===== src/rtl/dmem_access_ctrl_pkg.sv =====
// Shared encodings for the data-memory access controller.
package dmem_access_ctrl_pkg;

    // Load funct3 encodings
    localparam logic [2:0] F3_LB  = 3'b000;
    localparam logic [2:0] F3_LH  = 3'b001;
    localparam logic [2:0] F3_LW  = 3'b010;
    localparam logic [2:0] F3_LBU = 3'b100;
    localparam logic [2:0] F3_LHU = 3'b101;

    // Store funct3 encodings
    localparam logic [2:0] F3_SB  = 3'b000;
    localparam logic [2:0] F3_SH  = 3'b001;
    localparam logic [2:0] F3_SW  = 3'b010;

    // Value returned in o_RData when an SC finds no matching reservation
    localparam logic [31:0] SC_FAIL = 32'd1;

    typedef enum logic [1:0] {
        ST_IDLE = 2'd0,
        ST_BUSY = 2'd1,
        ST_DONE = 2'd2
    } state_t;

    typedef enum logic [1:0] {
        OP_LOAD  = 2'd0,
        OP_STORE = 2'd1,
        OP_LR    = 2'd2,
        OP_SC    = 2'd3
    } op_t;

    // Loads reject 011/110/111; stores accept only byte/half/word.
    function automatic logic f3_illegal(input logic is_store, input logic [2:0] f3);
        if (is_store)
            return !((f3 == F3_SB) || (f3 == F3_SH) || (f3 == F3_SW));
        else
            return (f3 == 3'b011) || (f3 == 3'b110) || (f3 == 3'b111);
    endfunction

endpackage


===== src/rtl/dmem_lane_align.sv =====
// Byte-lane steering for stores, extract/extend for loads, alignment check.
// Store side works on the incoming request; load side works on the latched
// access and the bus read word.
module dmem_lane_align
    import dmem_access_ctrl_pkg::*;
(
    input  logic        is_store,
    input  logic [2:0]  st_f3,
    input  logic [1:0]  st_off,
    input  logic [31:0] st_wdata,
    output logic [31:0] st_wdata_lane,
    output logic [3:0]  st_byte_en,
    output logic        misaligned,
    input  logic [2:0]  ld_f3,
    input  logic [1:0]  ld_off,
    input  logic [31:0] ld_word,
    output logic [31:0] ld_data
);

    logic [31:0] ld_shift;
    logic [7:0]  ld_byte;
    logic [15:0] ld_half;

    // Alignment depends only on access size (f3[1:0]) and the low address bits
    always_comb begin
        misaligned = 1'b0;
        case (st_f3[1:0])
            2'b01:   misaligned = st_off[0];
            2'b10:   misaligned = (st_off != 2'b00);
            default: misaligned = 1'b0;
        endcase
    end

    // Replicate store data across lanes so the bus only needs the byte enables
    always_comb begin
        st_wdata_lane = st_wdata;
        st_byte_en    = 4'b0000;
        case (st_f3)
            F3_SB: begin
                st_wdata_lane = {4{st_wdata[7:0]}};
                st_byte_en    = 4'b0001 << st_off;
            end
            F3_SH: begin
                st_wdata_lane = {2{st_wdata[15:0]}};
                st_byte_en    = st_off[1] ? 4'b1100 : 4'b0011;
            end
            F3_SW: begin
                st_wdata_lane = st_wdata;
                st_byte_en    = 4'b1111;
            end
            default: begin
                st_wdata_lane = st_wdata;
                st_byte_en    = 4'b0000;
            end
        endcase
        if (!is_store)
            st_byte_en = 4'b0000;
    end

    // Select the addressed lane and sign/zero extend it
    always_comb begin
        ld_shift = ld_word >> {ld_off, 3'b000};
        ld_byte  = ld_shift[7:0];
        ld_half  = ld_off[1] ? ld_word[31:16] : ld_word[15:0];
        ld_data  = 32'd0;
        case (ld_f3)
            F3_LB:   ld_data = {{24{ld_byte[7]}}, ld_byte};
            F3_LH:   ld_data = {{16{ld_half[15]}}, ld_half};
            F3_LW:   ld_data = ld_word;
            F3_LBU:  ld_data = {24'd0, ld_byte};
            F3_LHU:  ld_data = {16'd0, ld_half};
            default: ld_data = 32'd0;
        endcase
    end

endmodule


===== src/rtl/dmem_access_ctrl.sv =====
// Data-memory access sequencer: loads, stores and LR/SC with bus handshake.
//
// state   | meaning
// --------+----------------------------------------------------------
// IDLE    | waiting for a request; rejects/completes trivial cases
// BUSY    | strobe held on the bus until ack, timeout or flush
// DONE    | result presented for one cycle while the pipeline advances
module dmem_access_ctrl
    import dmem_access_ctrl_pkg::*;
#(
    parameter int TIMEOUT = 16,
    parameter int ADDR_W  = 32
) (
    input  logic              i_clk,
    input  logic              i_rst_n,
    input  logic              i_MemRead,
    input  logic              i_MemWrite,
    input  logic              i_atomic,
    input  logic [2:0]        i_f3,
    input  logic [ADDR_W-1:0] i_Addr,
    input  logic [31:0]       i_WData,
    input  logic              i_Flush,
    output logic              o_Stall,
    output logic [31:0]       o_RData,
    output logic              o_Ex_misaligned,
    output logic              o_Ex_access,
    output logic [ADDR_W-1:0] o_DM_Addr,
    output logic [31:0]       o_DM_WData,
    output logic [3:0]        o_DM_ByteEn,
    output logic              o_DM_Rd,
    output logic              o_DM_Wr,
    input  logic              i_DM_Ack,
    input  logic [31:0]       i_DM_RData
);

    localparam int             CW       = $clog2(TIMEOUT);
    localparam logic [CW-1:0]  CNT_LAST = CW'(TIMEOUT - 1);

    state_t              state_q, state_d;
    logic [CW-1:0]       cnt_q;
    logic [ADDR_W-1:0]   addr_q;
    logic [31:0]         wdata_q;
    logic [3:0]          be_q;
    logic [2:0]          f3_q;
    op_t                 op_q, op_d;
    logic [31:0]         rdata_q;
    logic                resv_valid_q;
    logic [ADDR_W-3:0]   resv_addr_q;

    logic        req;
    logic        is_sc;
    logic        resv_hit;
    logic        illegal;
    logic        misaligned;
    logic [31:0] st_wdata_lane;
    logic [3:0]  st_byte_en;
    logic [31:0] ld_data;

    logic        accept;
    logic        complete;
    logic        sc_fail;

    assign req      = i_MemRead | i_MemWrite;
    assign is_sc    = i_atomic & i_MemWrite;
    assign resv_hit = resv_valid_q && (resv_addr_q == i_Addr[ADDR_W-1:2]);
    assign illegal  = f3_illegal(i_MemWrite, i_f3);
    assign op_d     = i_atomic ? (i_MemWrite ? OP_SC : OP_LR)
                               : (i_MemWrite ? OP_STORE : OP_LOAD);

    dmem_lane_align u_lane_align (
        .is_store      (i_MemWrite),
        .st_f3         (i_f3),
        .st_off        (i_Addr[1:0]),
        .st_wdata      (i_WData),
        .st_wdata_lane (st_wdata_lane),
        .st_byte_en    (st_byte_en),
        .misaligned    (misaligned),
        .ld_f3         (f3_q),
        .ld_off        (addr_q[1:0]),
        .ld_word       (i_DM_RData),
        .ld_data       (ld_data)
    );

    // Next-state and per-cycle control; exceptions are single-cycle pulses
    always_comb begin
        state_d         = state_q;
        o_Stall         = 1'b0;
        o_Ex_misaligned = 1'b0;
        o_Ex_access     = 1'b0;
        accept          = 1'b0;
        complete        = 1'b0;
        sc_fail         = 1'b0;
        case (state_q)
            ST_IDLE: begin
                if (req && !i_Flush) begin
                    if (misaligned) begin
                        o_Ex_misaligned = 1'b1;
                    end else if (illegal) begin
                        o_Ex_access = 1'b1;
                    end else if (is_sc && !resv_hit) begin
                        sc_fail = 1'b1;
                    end else begin
                        accept  = 1'b1;
                        o_Stall = 1'b1;
                        state_d = ST_BUSY;
                    end
                end
            end
            ST_BUSY: begin
                if (i_Flush) begin
                    state_d = ST_IDLE;
                end else if (i_DM_Ack) begin
                    complete = 1'b1;
                    o_Stall  = 1'b1;
                    state_d  = ST_DONE;
                end else if (cnt_q == CNT_LAST) begin
                    o_Ex_access = 1'b1;
                    o_Stall     = 1'b1;
                    state_d     = ST_IDLE;
                end else begin
                    o_Stall = 1'b1;
                end
            end
            ST_DONE: begin
                state_d = ST_IDLE;
            end
            default: begin
                state_d = ST_IDLE;
            end
        endcase
    end

    // Strobes come from state so reset or flush removes them without a clock
    assign o_DM_Rd   = (state_q == ST_BUSY) && !i_Flush &&
                       ((op_q == OP_LOAD) || (op_q == OP_LR));
    assign o_DM_Wr   = (state_q == ST_BUSY) && !i_Flush &&
                       ((op_q == OP_STORE) || (op_q == OP_SC));
    assign o_DM_Addr   = {addr_q[ADDR_W-1:2], 2'b00};
    assign o_DM_WData  = wdata_q;
    assign o_DM_ByteEn = be_q;
    assign o_RData     = sc_fail ? SC_FAIL : rdata_q;

    // FSM state and wait-cycle counter
    always_ff @(posedge i_clk or negedge i_rst_n) begin
        if (!i_rst_n) begin
            state_q <= ST_IDLE;
            cnt_q   <= '0;
        end else begin
            state_q <= state_d;
            if ((state_q == ST_BUSY) && (state_d == ST_BUSY))
                cnt_q <= cnt_q + 1'b1;
            else
                cnt_q <= '0;
        end
    end

    // Access registers loaded on accept, result register loaded on ack
    always_ff @(posedge i_clk or negedge i_rst_n) begin
        if (!i_rst_n) begin
            addr_q  <= '0;
            wdata_q <= '0;
            be_q    <= '0;
            f3_q    <= '0;
            op_q    <= OP_LOAD;
            rdata_q <= '0;
        end else begin
            if (accept) begin
                addr_q  <= i_Addr;
                wdata_q <= st_wdata_lane;
                be_q    <= st_byte_en;
                f3_q    <= i_f3;
                op_q    <= op_d;
            end
            if (complete)
                rdata_q <= (op_q == OP_SC) ? 32'd0 : ld_data;
        end
    end

    // LR/SC reservation; flush and any SC attempt take priority over setting
    always_ff @(posedge i_clk or negedge i_rst_n) begin
        if (!i_rst_n) begin
            resv_valid_q <= 1'b0;
            resv_addr_q  <= '0;
        end else if (i_Flush) begin
            resv_valid_q <= 1'b0;
        end else if (sc_fail || (accept && is_sc)) begin
            resv_valid_q <= 1'b0;
        end else if (complete && (op_q == OP_LR)) begin
            resv_valid_q <= 1'b1;
            resv_addr_q  <= addr_q[ADDR_W-1:2];
        end else if (complete && (op_q == OP_STORE) &&
                     (addr_q[ADDR_W-1:2] == resv_addr_q)) begin
            resv_valid_q <= 1'b0;
        end
    end

endmodule


===== config.mk =====
export PLATFORM = sky130hd
export DESIGN_NAME = dmem_access_ctrl
export DESIGN_NICKNAME = d
export VERILOG_FILES = /design/src/rtl/dmem_access_ctrl_pkg.sv /design/src/rtl/dmem_lane_align.sv /design/src/rtl/dmem_access_ctrl.sv
export SDC_FILE = /design/constraint.sdc
export NUM_CORES = 1
export LEC_CHECK = 0
export ABC_AREA = 0
export BUFFER_PORTS_ARGS = -buffer_cell sky130_fd_sc_hd__buf_4
export CAP_MARGIN = 5
export CELL_PAD_IN_SITES_DETAIL_PLACEMENT = 0
export CELL_PAD_IN_SITES_GLOBAL_PLACEMENT = 1
export CORE_MARGIN = 3
export CORE_UTILIZATION = 36
export CTS_BUF_LIST = sky130_fd_sc_hd__clkbuf_8
export CTS_CLUSTER_SIZE = 8
export DETAILED_ROUTE_END_ITERATION = 6
export GPL_TIMING_DRIVEN = 1
export PLACE_DENSITY_LB_ADDON = 0.1
export SKIP_CTS_REPAIR_TIMING = 1
export SYNTH_ARGS = -nofsm -noshare
export SYNTH_HDL_FRONTEND = slang
export SYNTH_HIERARCHICAL = 1
export SYNTH_SLANG_ARGS = --single-unit

===== constraint.sdc =====
create_clock -name i_clk -period 2.4 [get_ports i_clk]
set_input_delay 0.24 -clock i_clk [delete_from_list [all_inputs] [get_ports i_clk]]
set_output_delay 0.24 -clock i_clk [all_outputs]
set_load 0.01 [all_outputs]

==> qor.txt, run 1 <==
Status -> finished, violations left
Failing checks -> negative setup slack
Max cap viols -> 0
Clock sinks -> 142
WS Path Type -> flip-flop to output port
Yosys warnings -> 6
CTS tree -> done
Via count -> 9133
Comb pwr share -> 42.8%
Max-slew headroom -> 56.4%
Endpoint class of the critical path -> output port
Floorplan row count -> 59
CTS root buf -> clkbuf_8
Top Ports -> 211
Initial Util -> 37.0%
CP delay by family, top -> buffers and inverters
Vias in the first global route -> 8754
Worst Setup Start Kind -> flip-flop
DRC Markers -> 0
CTS H-tree depth -> 4
DRT iter0 DRCs -> 731
All-Layer GR Usage -> 22.5%
CP max stage delay -> 0.44 ns
DP Wirelength -> 23100 microns
Initial antenna violation count -> 0
Final nets -> 1360
Async SR Flop Fraction -> 100%
Core area -> 0.0263 sq mm
P&R area growth vs syn -> 25.2%
Clock transition at the registers of the reported paths -> 0.10 ns
CP max FO -> 8
Worst Skew -> 0.0199 ns
Final global-route overflow total -> 0
CP arrival -> 2.38 ns
PwrDens -> 862 mW/mm^2
Mapped Area -> 0.00971 sq mm
Clock Latency Late Sink -> 0.46 ns
WP depth -> 9
Die Footprint -> 0.0290 sq mm
Slowest cell on crit path -> dfrtp_1
Lkg Pwr -> 5.38 nW
Crit path cell chain -> xnor2_2 > nand4_1 > buf_4 > nor4_4 > buf_6 > nand2_8 > clkbuf_16 > a21o_1 > buf_6
Worst path most repeated cell -> buf_6
Largest net degree at the start of global routing -> 69
Required @ worst endpoint -> 2.16 ns
Hold path start -> i_MemWrite
Placer Congestion -> 0.844
Setup ws final -> -0.222 ns
Crit. Startpoint -> resv_addr_q[4]$_DFFE_PN0P_
Crit path to -> o_RData[0]
Cell variety after synth -> 52
Peak VDD IR -> 318 uV
Post-synth EDFFs -> 0
CTS Buf Count -> 17
First-pass GRT wire length -> 51700 microns
Vert. Die Dim -> 170 microns
Reg power frac -> 38.4%
Routed Antenna Nets -> 0
Reg2reg end -> o_DM_WData[5]$_DFFE_PN0P_
Sw frac -> 39.7%
Chip Width -> 170 microns
Drt wl/cell -> 21.5 microns
Hold slack -> 0.0511 ns
Final min period -> 2.62 ns
ANT cells -> 0
PortBufs -> 208
Seq cells post-synth -> 142
Setup violators final -> 33
Slew Limit Fails -> 0
CP bufs+invs -> 4
Reg-to-reg startpoint -> resv_addr_q[29]$_DFFE_PN0P_
Unrepaired setup endpoints after global routing -> true
F_max -> 381 MHz
Net Switching -> 4.16 mW
Avg Cell Area, Syn -> 8.80 sq um
Share of layout cells above drive strength 1 -> 32.4%
Detailed Route WL -> 34300 microns
R2R cell count -> 7
Worst-Margin Slew -> 0.654 ns
Pre-CTS setup slack -> -0.00726 ns
Endpoints failing hold -> 0
Worst min path class -> input pin to flip-flop
Cells after Synth -> 1104
Internal -> 6.32 mW
Sequential area share after synthesis -> 36.6%
Drt pass-1 iters -> 5
Worst reg2reg setup slack -> 0.10 ns
Top_reg_cell synth -> dfrtp_1
Via/cell ratio -> 5.72
Clk pwr share -> 18.8%
Tcrit/Tclk final -> 109%
Clock Path Buffers -> 2
Yosys cell counts, types with 6 or more instances:
library cell / number / area, sq um
a21boi_1: 30 / 225
a21oi_1: 76 / 380
a22o_1: 8 / 70.1
a22oi_1: 16 / 120
and3_1: 73 / 457
buf_2: 28 / 140
buf_4: 43 / 323
buf_6: 13 / 146
clkbuf_1: 62 / 233
dfrtp_1: 142 / 3550
inv_1: 11 / 41.3
mux2_2: 54 / 608
mux2i_1: 8 / 80.1
nand2_1: 88 / 330
nand3_1: 94 / 470
nand4_1: 84 / 526
nor2_1: 14 / 52.6
nor2b_1: 6 / 37.5
o211ai_1: 86 / 646
o21ai_0: 52 / 260
o22ai_1: 7 / 43.8
xnor2_1: 59 / 517
per-layer routing:
layer	up-vias	track usage, %	share of wire, %
met4	0	5.36	1.2
met5	-	0	0
met3	30	3.60	5.6
met1	4479	32.5	46
li1	4334	-	-
met2	290	35.6	47
power by group through the flow:
stage	sequential (mW)	clock (mW)	combinational, mW
2_1_floorplan	3.91	0	2.78
3_3_place_gp	4.05	0	4.38
3_5_place_dp	4.07	0	4.43
4_1_cts	4.02	2.04	4.44
5_1_grt	4.16	2.14	4.92
6_report	4.02	1.97	4.48
worst min path at each step:
stage | to | slack (ns) | cells past startpoint
2_1_floorplan | addr_q[0]$_DFFE_PN0P_ | -0.06 | 0
3_3_place_gp | rdata_q[14]$_DFFE_PN0P_ | 0.29 | 1
3_5_place_dp | rdata_q[14]$_DFFE_PN0P_ | 0.29 | 1
4_1_cts | rdata_q[14]$_DFFE_PN0P_ | -0.23 | 1
5_1_grt | addr_q[20]$_DFFE_PN0P_ | 0.02 | 3
6_report | op_q[1]$_DFFE_PN0P_ | 0.05 | 2
per-stage QoR:
| step | area (sq um) | total power [mW] | util (%) | cells | setup TNS, ns |
|---|---|---|---|---|---|
| CTS | 11900 | 10.5 | 45.1 | 1585 | -14.29 |
| floorplan | 9720 | 6.69 | - | 1105 | 0 |
| global route | 12200 | 11.2 | 46.3 | 1598 | -9.92 |
| global placement | 11500 | 8.43 | 43.6 | 1553 | -0.000875 |
| detailed placement | 11500 | 8.50 | 43.6 | 1553 | -0.00925 |
| finish | 12200 | 10.5 | 46.3 | 1598 | -6.06 |
cells by family (layout without fill, tap and decap cells):
group	after synthesis	count (layout)	share of synthesized area [%]
xor gates and xnor gates	62	62	5.59
other	1	2	0.0386
AOI/OAI and AO/OA	294	294	19.9
DFF	142	142	36.6
adders and majority gates	4	4	0.515
and+or+nand+nor	377	377	20.8
buffers and inverters	161	319	9.26
muxes	63	63	7.24
cells in the final DEF, fill, tap and decap left out, types with 54 or more instances in the layout:
master	netlist	layout
a21oi_1	76	75
and3_1	73	73
buf_4	43	253
dfrtp_1	142	142
mux2_2	54	54
nand2_1	88	85
nand3_1	94	93
nand4_1	84	84
o211ai_1	86	86
state kept, by name, indices dropped and copies added, names as in the netlist:
register,flops
f3_q,3
cnt_q,4
addr_q,32
state_q,2
resv_valid_q,1
op_q,2
o_DM_WData,32
resv_addr_q,30
o_DM_ByteEn,4
rdata_q,32
layout make-up:
type                       instances  area [sq um]
clock buffer                      18           248
clock inverter                    14           146
fill                            2663         14100
inverter                          11          41.3
multi-input combinational        802          5440
sequential                       142          3550
tap                              335           419
timing repair buffer             276          2310
Power figures use the tool's default switching activity.
==> inputs of run 2 (changes only) <==
==> constraint.sdc (replaced) <==
create_clock -name i_clk -period 2.4 [get_ports i_clk]
set_input_delay 0.24 -clock i_clk [delete_from_list [all_inputs] [get_ports i_clk]]
set_output_delay 0.24 -clock i_clk [all_outputs]
set_load 0.02 [all_outputs]
==> qor.txt, run 2 (synthesized netlist as in run 1, its figures left out) <==
Drt wl/cell -> 21.3 microns (was 21.5 microns)
CP bufs+invs -> 4 (unchanged)
Required @ worst endpoint -> 2.16 ns (about the same)
WS Path Type -> flip-flop to output port (unchanged)
Share of layout cells above drive strength 1 -> 31.0% (was 32.4%)
Routed Antenna Nets -> 0 (unchanged)
CP arrival -> 2.46 ns (was 2.38 ns)
Most common cell after layout, fill and taps aside -> buf_4 (unchanged)
Largest net degree at the start of global routing -> 66 (was 69)
CTS H-tree depth -> 4 (unchanged)
R2R cell count -> 6 (was 7)
Area after DPL -> 0.0114 sq mm (was 0.0115 sq mm)
DRT iter0 DRCs -> 564 (was 731)
Worst-Margin Slew -> 0.604 ns (was 0.654 ns)
Unrepaired setup endpoints after global routing -> true (unchanged)
DRC Markers -> 0 (unchanged)
Clock Path Buffers -> 2 (unchanged)
F_max -> 370 MHz (was 381 MHz)
Final Instance Count excl. Fillers -> 1592 (was 1598)
Final nets -> 1354 (was 1360)
Floorplan row count -> 59 (unchanged)
Worst min path class -> input pin to flip-flop (unchanged)
Setup ws final -> -0.304 ns (was -0.222 ns)
CP max FO -> 8 (unchanged)
Peak VDD IR -> 397 uV (was 318 uV)
Die Footprint -> 0.0290 sq mm (unchanged)
Endpoints failing hold -> 0 (unchanged)
Final global-route overflow total -> 0 (unchanged)
Via/cell ratio -> 5.70 (was 5.72)
CP max stage delay -> 0.45 ns (was 0.44 ns)
Lkg Pwr -> 5.33 nW (was 5.38 nW)
Clk pwr share -> 17.9% (was 18.8%)
Fin area -> 0.0121 sq mm (was 0.0122 sq mm)
Clock transition at the registers of the reported paths -> 0.11 ns (was 0.10 ns)
DP Wirelength -> 22600 microns (was 23100 microns)
Chip Width -> 170 microns (unchanged)
Hold Path Depth -> 3 (was 2)
Crit path cell chain -> xnor2_2 > nand4_1 > buf_4 > nor4_4 > buf_6 > nand2_8 > clkbuf_16 > a21boi_1 > buf_4 (was xnor2_2 > nand4_1 > buf_4 > nor4_4 > buf_6 > nand2_8 > clkbuf_16 > a21o_1 > buf_6)
Slew Limit Fails -> 0 (unchanged)
CTS Buf Count -> 17 (unchanged)
Via count -> 9075 (was 9133)
Worst Skew -> 0.0168 ns (was 0.0199 ns)
Endpoint class of the critical path -> output port (unchanged)
CTS tree -> done (unchanged)
Vias in the first global route -> 8673 (was 8754)
Worst path most repeated cell -> buf_4 (was buf_6)
Net Switching -> 4.64 mW (was 4.16 mW)
Most frequent cells in the layout -> buf_4 (239), dfrtp_1 (141), nand3_1 (93), o211ai_1 (86), nand2_1 (85) (was buf_4 (253), dfrtp_1 (142), nand3_1 (93), o211ai_1 (86), nand2_1 (85))
Clock sinks -> 142 (unchanged)
Detailed Route WL -> 33900 microns (was 34300 microns)
Slowest cell on crit path -> dfrtp_2 (was dfrtp_1)
CTS root buf -> clkbuf_8 (unchanged)
Initial Util -> 37.0% (unchanged)
Comb pwr share -> 45.4% (was 42.8%)
Tcrit/Tclk final -> 113% (was 109%)
Setup violators final -> 33 (unchanged)
Initial antenna violation count -> 0 (unchanged)
All-Layer GR Usage -> 22.5% (about the same)
ANT cells -> 0 (unchanged)
First-pass GRT wire length -> 51500 microns (was 51700 microns)
Internal -> 6.30 mW (was 6.32 mW)
Failing checks -> negative setup slack (unchanged)
Reg power frac -> 36.8% (was 38.4%)
CP delay by family, top -> buffers and inverters (unchanged)
Worst Setup Start Kind -> flip-flop (unchanged)
Drt pass-1 iters -> 5 (unchanged)
Pre-CTS setup slack -> 0.0433 ns (was -0.00726 ns)
Placer Congestion -> 0.812 (was 0.844)
WP depth -> 9 (unchanged)
Clock Latency Late Sink -> 0.46 ns (about the same)
Status -> finished, violations left (unchanged)
Top Ports -> 211 (unchanged)
Core area -> 0.0263 sq mm (unchanged)
PortBufs -> 208 (unchanged)
Max-slew headroom -> 59.8% (was 56.4%)
P&R area growth vs syn -> 24.6% (was 25.2%)
PwrDens -> 904 mW/mm^2 (was 862 mW/mm^2)
Sw frac -> 42.4% (was 39.7%)
Final min period -> 2.70 ns (was 2.62 ns)
Vert. Die Dim -> 170 microns (unchanged)
Max cap viols -> 0 (unchanged)
Placed Cells -> 1547 (was 1553)
run 2: changes by cell type in the layout (fill, tap and decap cells not counted), moves of 3 or more:
cell / previous run / this run
xnor2_1: 51 / 57
a21boi_1: 12 / 19
buf_4: 253 / 239
a21boi_2: 20 / 10
xnor2_2: 8 / 2
a21boi_4: 0 / 3
buf_6: 4 / 9
run 2: metrics by stage:
stage	hold WS, ns	setup TNS (ns)	util (%)	power, mW
global route	0.0241	-13.96	46.1	11.7
detailed placement	0.269	0	43.5	8.99
CTS	-0.258	-14.35	44.9	11.0
global placement	0.272	0	43.5	8.92
floorplan	-0.0556	0	-	7.19
finish	0.0472	-8.88	46.1	10.9
run 2: worst min-delay path, cell delays in order:
cell and delay [ns]:
buf_4 0.10, nand4_1 0.07, nand3_1 0.08
run 2: layout make-up:
cell class / instances / area (sq um)
clock buffers: 17 / 234
fillers: 2639 / 14200
clock inverters: 15 / 150
well taps: 335 / 419
flip-flops and latches: 142 / 3550
repair buffers: 270 / 2320
inverters: 11 / 41.3
multi-input cells: 802 / 5390
run 2: power by group through the flow:
stage / sequential [mW] / clock, mW / combinational (mW)
2_1_floorplan: 4.09 / 0 / 3.10
3_3_place_gp: 4.04 / 0 / 4.88
3_5_place_dp: 4.07 / 0 / 4.91
4_1_cts: 4.02 / 2.02 / 4.93
5_1_grt: 4.17 / 2.11 / 5.39
6_report: 4.02 / 1.96 / 4.96
run 2: path summary, 6_finish.rpt:
check	start	end	slack, ns
min reg2reg	cnt_q[0]$_DFF_PN0_	cnt_q[0]$_DFF_PN0_	0.47
min	i_Addr[18]	addr_q[18]$_DFFE_PN0P_	0.05
max reg2reg	resv_addr_q[17]$_DFFE_PN0P_	f3_q[1]$_DFFE_PN0P_	0.07
min in group asynchronous	i_rst_n	rdata_q[13]$_DFFE_PN0P_	0.30
max in group asynchronous	i_rst_n	addr_q[9]$_DFFE_PN0P_	1.35
max	resv_addr_q[25]$_DFFE_PN0P_	o_RData[20]	-0.30
run 2: metal layers:
metal / global-route usage, % / vias to the layer above / part of all wire [%]
met5: 0 / - / 0
li1: - / 4329 / -
met1: 32.2 / 4448 / 46
met4: 5.08 / 0 / 1.2
met2: 35.9 / 271 / 48
met3: 3.79 / 27 / 5.0
